### config.mk
export PLATFORM = sky130hd
export DESIGN_NAME = ledg_pattern_sequencer
export DESIGN_NICKNAME = d
export VERILOG_FILES = /design/src/rtl/ledg_pattern_sequencer.sv
export SDC_FILE = /design/constraint.sdc
export NUM_CORES = 1
export LEC_CHECK = 0
export CORE_UTILIZATION = 45
export DETAILED_ROUTE_END_ITERATION = 8
export SLEW_MARGIN = 20
export SYNTH_ARGS = -nofsm -noshare
export SYNTH_HDL_FRONTEND = slang
export SYNTH_SLANG_ARGS = --single-unit
### constraint.sdc
create_clock -name clk -period 2.2 [get_ports clk]
set_clock_uncertainty 0.15 [all_clocks]
set_input_delay 0.44 -clock clk [delete_from_list [all_inputs] [get_ports clk]]
set_output_delay 0.44 -clock clk [all_outputs]
set_load 0.005 [all_outputs]
### src/rtl/ledg_pattern_sequencer.sv
`default_nettype none
// ============================================================================
// Module      : ledg_pattern_sequencer
// Description : Autonomous pattern generator for the green-LED PIO register.
//               Software configures a mode, seed and rate through a small
//               Avalon slave. The block then produces one-cycle Avalon write
//               strobes to the LED PIO (address 0) on every prescaler tick,
//               so software does not have to write every frame.
// Revision    : 1.0 - initial release
// ----------------------------------------------------------------------------
// Ports
//   clk             system clock
//   reset           asynchronous, active-high reset
//   cpu_address     config register select (0 CTRL, 1 PATTERN, 2 RATE)
//   cpu_chipselect  config slave select
//   cpu_write_n     config write strobe, active low
//   cpu_writedata   config write data
//   pio_address     PIO address, tied to 0
//   pio_chipselect  PIO write strobe, active high, one cycle per update
//   pio_write_n     PIO write enable, active low
//   pio_writedata   pattern written to the PIO, held between strobes
//   busy            enable set, or a PIO write is in progress
// Register map
//   0 CTRL    bit0 enable, bits2:1 mode (00 static, 01 rotate-left,
//             10 bounce, 11 binary count)
//   1 PATTERN seed, loaded into the pattern register and written out at once
//   2 RATE    8-bit rate; tick period is (rate+1) * 2**PRESCALE_SHIFT cycles
//   3         ignored
// WIDTH must be at least 3 so the CTRL fields fit in the write data.
// ============================================================================
module ledg_pattern_sequencer #(
  parameter int WIDTH          = 8,
  parameter int PRESCALE_SHIFT = 16
) (
  input  logic             clk,
  input  logic             reset,
  input  logic [1:0]       cpu_address,
  input  logic             cpu_chipselect,
  input  logic             cpu_write_n,
  input  logic [WIDTH-1:0] cpu_writedata,
  output logic [1:0]       pio_address,
  output logic             pio_chipselect,
  output logic             pio_write_n,
  output logic [WIDTH-1:0] pio_writedata,
  output logic             busy
);

  localparam int CNT_W = PRESCALE_SHIFT + 8;

  // Low PRESCALE_SHIFT bits set; written this way so PRESCALE_SHIFT=0 is legal.
  localparam logic [CNT_W-1:0] c_low_ones = {CNT_W{1'b1}} >> 8;

  localparam logic [1:0] c_st_idle   = 2'd0;
  localparam logic [1:0] c_st_run    = 2'd1;
  localparam logic [1:0] c_st_strobe = 2'd2;

  localparam logic [1:0] c_mode_static = 2'd0;
  localparam logic [1:0] c_mode_rotate = 2'd1;
  localparam logic [1:0] c_mode_bounce = 2'd2;
  localparam logic [1:0] c_mode_count  = 2'd3;

  localparam logic c_dir_left  = 1'b0;
  localparam logic c_dir_right = 1'b1;

  // Architectural state
  logic [2:0]       ctrl_q,    ctrl_d;
  logic [7:0]       rate_q,    rate_d;
  logic [WIDTH-1:0] pattern_q, pattern_d;
  logic             dir_q,     dir_d;
  logic [CNT_W-1:0] cnt_q,     cnt_d;
  logic [1:0]       state_q,   state_d;

  // Registered PIO bus
  logic             pio_cs_q,   pio_cs_d;
  logic             pio_wn_q,   pio_wn_d;
  logic [WIDTH-1:0] pio_data_q, pio_data_d;

  // Decode
  logic             w_cfg_wr;
  logic             w_wr_ctrl;
  logic             w_wr_pat;
  logic             w_wr_rate;
  logic             w_enable;
  logic [1:0]       w_mode;
  logic [CNT_W-1:0] w_terminal;
  logic             w_tick;
  logic             w_step;
  logic             w_strobe;
  logic [WIDTH-1:0] w_next_pat;
  logic             w_next_dir;

  assign w_cfg_wr  = cpu_chipselect & ~cpu_write_n;
  assign w_wr_ctrl = w_cfg_wr & (cpu_address == 2'd0);
  assign w_wr_pat  = w_cfg_wr & (cpu_address == 2'd1);
  assign w_wr_rate = w_cfg_wr & (cpu_address == 2'd2);

  assign w_enable   = ctrl_q[0];
  assign w_mode     = ctrl_q[2:1];
  assign w_terminal = (CNT_W'(rate_q) << PRESCALE_SHIFT) | c_low_ones;
  assign w_tick     = w_enable & (cnt_q == w_terminal);

  // A tick only advances the pattern when no PATTERN or CTRL write competes
  // with it: a seed write takes priority, and a CTRL write may change the
  // enable or mode the tick was generated under.
  assign w_step   = w_tick & ~w_wr_pat & ~w_wr_ctrl & (w_mode != c_mode_static);
  assign w_strobe = w_wr_pat | w_step;

  // Next-pattern function
  always_comb begin
    w_next_pat = pattern_q;
    w_next_dir = dir_q;
    case (w_mode)
      c_mode_rotate: w_next_pat = {pattern_q[WIDTH-2:0], pattern_q[WIDTH-1]};
      c_mode_bounce: begin
        if (dir_q == c_dir_left) begin
          if (pattern_q[WIDTH-1]) begin
            w_next_dir = c_dir_right;
            w_next_pat = pattern_q >> 1;
          end else begin
            w_next_pat = pattern_q << 1;
          end
        end else begin
          if (pattern_q[0]) begin
            w_next_dir = c_dir_left;
            w_next_pat = pattern_q << 1;
          end else begin
            w_next_pat = pattern_q >> 1;
          end
        end
      end
      c_mode_count:  w_next_pat = pattern_q + WIDTH'(1);
      default:       w_next_pat = pattern_q;
    endcase
  end

  // Configuration, prescaler and pattern update
  always_comb begin
    ctrl_d    = ctrl_q;
    rate_d    = rate_q;
    pattern_d = pattern_q;
    dir_d     = dir_q;
    cnt_d     = cnt_q + CNT_W'(1);

    if (w_wr_ctrl) begin
      ctrl_d = cpu_writedata[2:0];
      dir_d  = c_dir_left;
    end
    if (w_wr_rate) begin
      rate_d = 8'(cpu_writedata);
    end

    // The prescaler restarts whenever any configuration changes so a new
    // rate or seed always gets a full period before the next step.
    if (!w_enable || w_wr_ctrl || w_wr_pat || w_wr_rate || w_tick) begin
      cnt_d = '0;
    end

    if (w_wr_pat) begin
      pattern_d = cpu_writedata;
      dir_d     = c_dir_left;
    end else if (w_step) begin
      pattern_d = w_next_pat;
      dir_d     = w_next_dir;
    end
  end

  // Sequencer: STROBE lasts exactly one cycle; a new strobe request in that
  // cycle simply re-enters STROBE, giving back-to-back writes.
  always_comb begin
    case (state_q)
      c_st_idle, c_st_run, c_st_strobe: begin
        if (w_strobe) begin
          state_d = c_st_strobe;
        end else if (ctrl_d[0]) begin
          state_d = c_st_run;
        end else begin
          state_d = c_st_idle;
        end
      end
      default: state_d = c_st_idle;
    endcase
  end

  always_comb begin
    pio_cs_d   = (state_d == c_st_strobe);
    pio_wn_d   = ~pio_cs_d;
    pio_data_d = pio_cs_d ? pattern_d : pio_data_q;
  end

  always_ff @(posedge clk or posedge reset) begin
    if (reset) begin
      ctrl_q     <= '0;
      rate_q     <= '0;
      pattern_q  <= '0;
      dir_q      <= c_dir_left;
      cnt_q      <= '0;
      state_q    <= c_st_idle;
      pio_cs_q   <= 1'b0;
      pio_wn_q   <= 1'b1;
      pio_data_q <= '0;
    end else begin
      ctrl_q     <= ctrl_d;
      rate_q     <= rate_d;
      pattern_q  <= pattern_d;
      dir_q      <= dir_d;
      cnt_q      <= cnt_d;
      state_q    <= state_d;
      pio_cs_q   <= pio_cs_d;
      pio_wn_q   <= pio_wn_d;
      pio_data_q <= pio_data_d;
    end
  end

  assign pio_address    = 2'd0;
  assign pio_chipselect = pio_cs_q;
  assign pio_write_n    = pio_wn_q;
  assign pio_writedata  = pio_data_q;
  assign busy           = ctrl_q[0] | (state_q == c_st_strobe);

endmodule
`default_nettype wire

==> results.ini, run 1 <==
[synth]
synth_top_area_share_pct = 43.0
async_flop_share_pct = 100
synth_most_common_cell = dfrtp_1
synth-main-ff-cell = dfrtp_1
synthDistinctLibCells = 49
synth_top_area_cell = dfrtp_1
ys_top_cells_by_area = dfrtp_1 43%, o211ai_1 7.0%, xor2_1 5.5%
synth_edf_count = 0
ys_ff_latch = 56
synth_common_cells = 55 x dfrtp_1, 36 x nor2_1, 32 x nand2_1
postSynthCellCount = 343
avgSynthCellArea_sq_um = 9.33
syn_area_sq_um = 3200
yosys_warnings = 0
seq_area_frac_synth_pct = 43.8

[placed_design]
dpl.hpwl_um = 5930
port_buffers = 24
dpl_worst_slack_ns = -0.139
finalWeightedCongestion = 0.865
dpl_cell_area_sq_um = 3740
post-place-cells = 474

[clock_network]
cts-htree-levels = 2
cts_buffer_depth = 2
cts_tree = yes
cts_inserted_buffers = 5
clkTransAtPathRegs_ns = 0.10
cts_root_buf = clkbuf_8
cts_sinks = 56
clk_latency_ns = 0.30

[power]
p_switching_uw = 852
p_leak_nw = 1.59
comb_power_share_pct = 28.7
power.internal_mw = 1.75
clkPwrFrac_pct = 21.1
seq_power_share_pct = 50.2
powerDensity_nw_per_um2 = 662
finalPower_mw = 2.60
ir_drop_mv = 0.386
switching_share_pct = 32.8

[floorplanning]
die_w_um = 86.3
chipHeight_um = 86.3
initial_utilization_pct = 46.8
num_io_pins = 27
die_area_sq_um = 7450
core_sq_um = 6830
rows = 30

[critical_path]
arrival_ns = 2.14
cp_top_family = simple AND/OR/NAND/NOR gates
worst_r2r_path_depth = 7
critPathLaunchType = flip-flop
worstPathMaxFanout = 6
r2r-end = dir_q$_DFFE_PP0P_
rrSetupSlack_ns = 0.09
worstPathCellList = ha_4, nand3_1, nand2b_4, or3_4, buf_4, o311ai_4, o31ai_2
r2r-start = cnt_q[0]$_DFF_PP0_
cp-end-kind = flip-flop
crit_path_max_incr_delay_ns = 0.45
worst-path-buf-inv = 1
critPathKind = flip-flop to flip-flop
required_ns = 2.23
crit_slowest_cell = or3_4

[status]
status = finished, final reports clean

[timing]
tightest_slew_ns = 0.504
fin_ws_ns = 0.0904
maxSlewViolCount = 0
setup_viol = 0
max_freq_ghz = 0.474
hold_viol = 0
min_period_ns = 2.11
maxSlewHeadroom_pct = 66.3
post-route-period-util_pct = 95.9

[cells_and_area]
nets = 408
finalNonFillerCells = 487
final_util_pct = 57.4
final_layout_size_suffix_gt1_share_pct = 18.7
area_growth_pct = 22.6
design_area_sq_um = 3920
antenna_cells = 0

[drt]
vias = 2763
wl_met3_um = 434
drt_first_pass_iters = 5
wl_met2_um = 3640
highest_layer = met4
drt-initial-drc-count = 191
via_per_inst = 5.67
antenna_left = 0
route.layer.met1.wl_um = 3800
drc_errors = 0
wl_per_cell_um = 16.4
drt_wl_total_um = 7990

[global_route]
grt_pass1_wl_um = 13000
grt-ovfl-total = 0
antenna_found_initial = 0
track_usage_pct = 22.5
grt_max_degree = 30
grt_pass1_vias = 2602

[min_path]
hp-class = input port to async pin

[job]
maxCapViolations = 0

metal layers:
metal,vias up,global-route usage [%]
li1,1322,-
met1,1353,32.8
met2,77,34.8
met3,11,3.71
met4,0,6.06
met5,-,0
flip-flops by register name, indices dropped and copies added, names as in the netlist:
name	flops
cnt_q	24
ctrl_q	3
dir_q	1
pattern_q	8
pio_chipselect	1
pio_write_n	1
pio_writedata	8
rate_q	8
state_q	2
cells by family after synthesis:
family / count (synthesis) / synth area share [%]
flip-flops: 56 / 43.8
AND/OR/NAND/NOR: 130 / 21.2
buffers and inverters: 32 / 4.18
XOR/XNOR: 32 / 8.76
AO/OA/AOI/OAI: 78 / 16.9
adder cells (fa/ha/maj): 3 / 1.17
multiplexers: 11 / 3.87
other: 1 / 0.117
cell type report:
cell class              instances  area, sq um
clock buffers                   5         68.8
repair buffers                 62          551
inverters                      10         37.5
multi-input cells             256         1730
well taps                      96          120
fillers                       648         2910
flip-flops and latches         56         1400
clock inverters                 2         12.5
power by group through the flow:
stage	registers [mW]	clock network, mW	logic, mW
finish	1.30	0.549	0.745
global route	1.32	0.600	0.829
CTS	1.29	0.569	0.724
detailed placement	1.32	0	0.720
global placement	1.31	0	0.713
floorplan	1.27	0	0.432
worst max-delay path by stage:
| stage | startpoint | end | slack [ns] | cells past startpoint |
|---|---|---|---|---|
| 2_1_floorplan | cnt_q[0]$_DFF_PP0_ | dir_q$_DFFE_PP0P_ | 0.17 | 7 |
| 3_3_place_gp | cpu_chipselect | state_q[0]$_DFF_PP0_ | -0.08 | 6 |
| 3_5_place_dp | cpu_chipselect | pio_writedata[3]$_DFFE_PP0N_ | -0.14 | 7 |
| 4_1_cts | cnt_q[0]$_DFF_PP0_ | dir_q$_DFFE_PP0P_ | 0.02 | 6 |
| 5_1_grt | cnt_q[8]$_DFF_PP0_ | pio_writedata[3]$_DFFE_PP0N_ | -0.004 | 6 |
| 6_report | cnt_q[0]$_DFF_PP0_ | dir_q$_DFFE_PP0P_ | 0.09 | 7 |
stage by stage:
step / setup TNS, ns / hold slack, ns
6_report: 0 / 0.267
5_1_grt: -0.00417 / 0.318
4_1_cts: 0 / 0.273
3_5_place_dp: -1.22 / 0.324
3_3_place_gp: -1.47 / 0.319
2_1_floorplan: 0 / 0.298
cell usage in the layout (no fill, tap or decap), types with 2 or more instances in the layout:
master	instances
dfrtp_1	55
buf_4	36
nor2_1	35
nand2_1	32
o211ai_1	30
clkdlybuf4s50_1	24
xor2_1	20
a21oi_1	17
o21ai_0	12
xnor2_1	12
nand3_1	12
mux2_2	11
nand4_1	8
inv_1	8
and3_1	7
and4_1	6
clkbuf_8	5
nor3_1	4
and2_1	4
a22oi_1	4
or3_1	3
o2111ai_1	3
or3_4	2
nor2b_1	2
a21o_1	2
nand3b_1	2
nand2b_1	2
ha_1	2
conb_1	2
buf_12	2
what timing repair did:
action,in CTS,in global routing
hold buffers,0,0
endpoints found under the setup margin,0,28
gates resized for setup,0,12
setup buffers,0,6
hold endpoints to repair,0,0
Note: power is estimated with default switching activity, not from simulation.
==> run 2, diff against run 1 <==
--- a/config.mk
+++ b/config.mk
@@ -7,6 +7,7 @@
 export LEC_CHECK = 0
 export CORE_UTILIZATION = 45
 export DETAILED_ROUTE_END_ITERATION = 8
+export SKIP_CTS_REPAIR_TIMING = 1
 export SLEW_MARGIN = 20
 export SYNTH_ARGS = -nofsm -noshare
 export SYNTH_HDL_FRONTEND = slang
==> results of run 2 <==
Same layout as run 1: the final DEF is identical, and so are final timing and power.
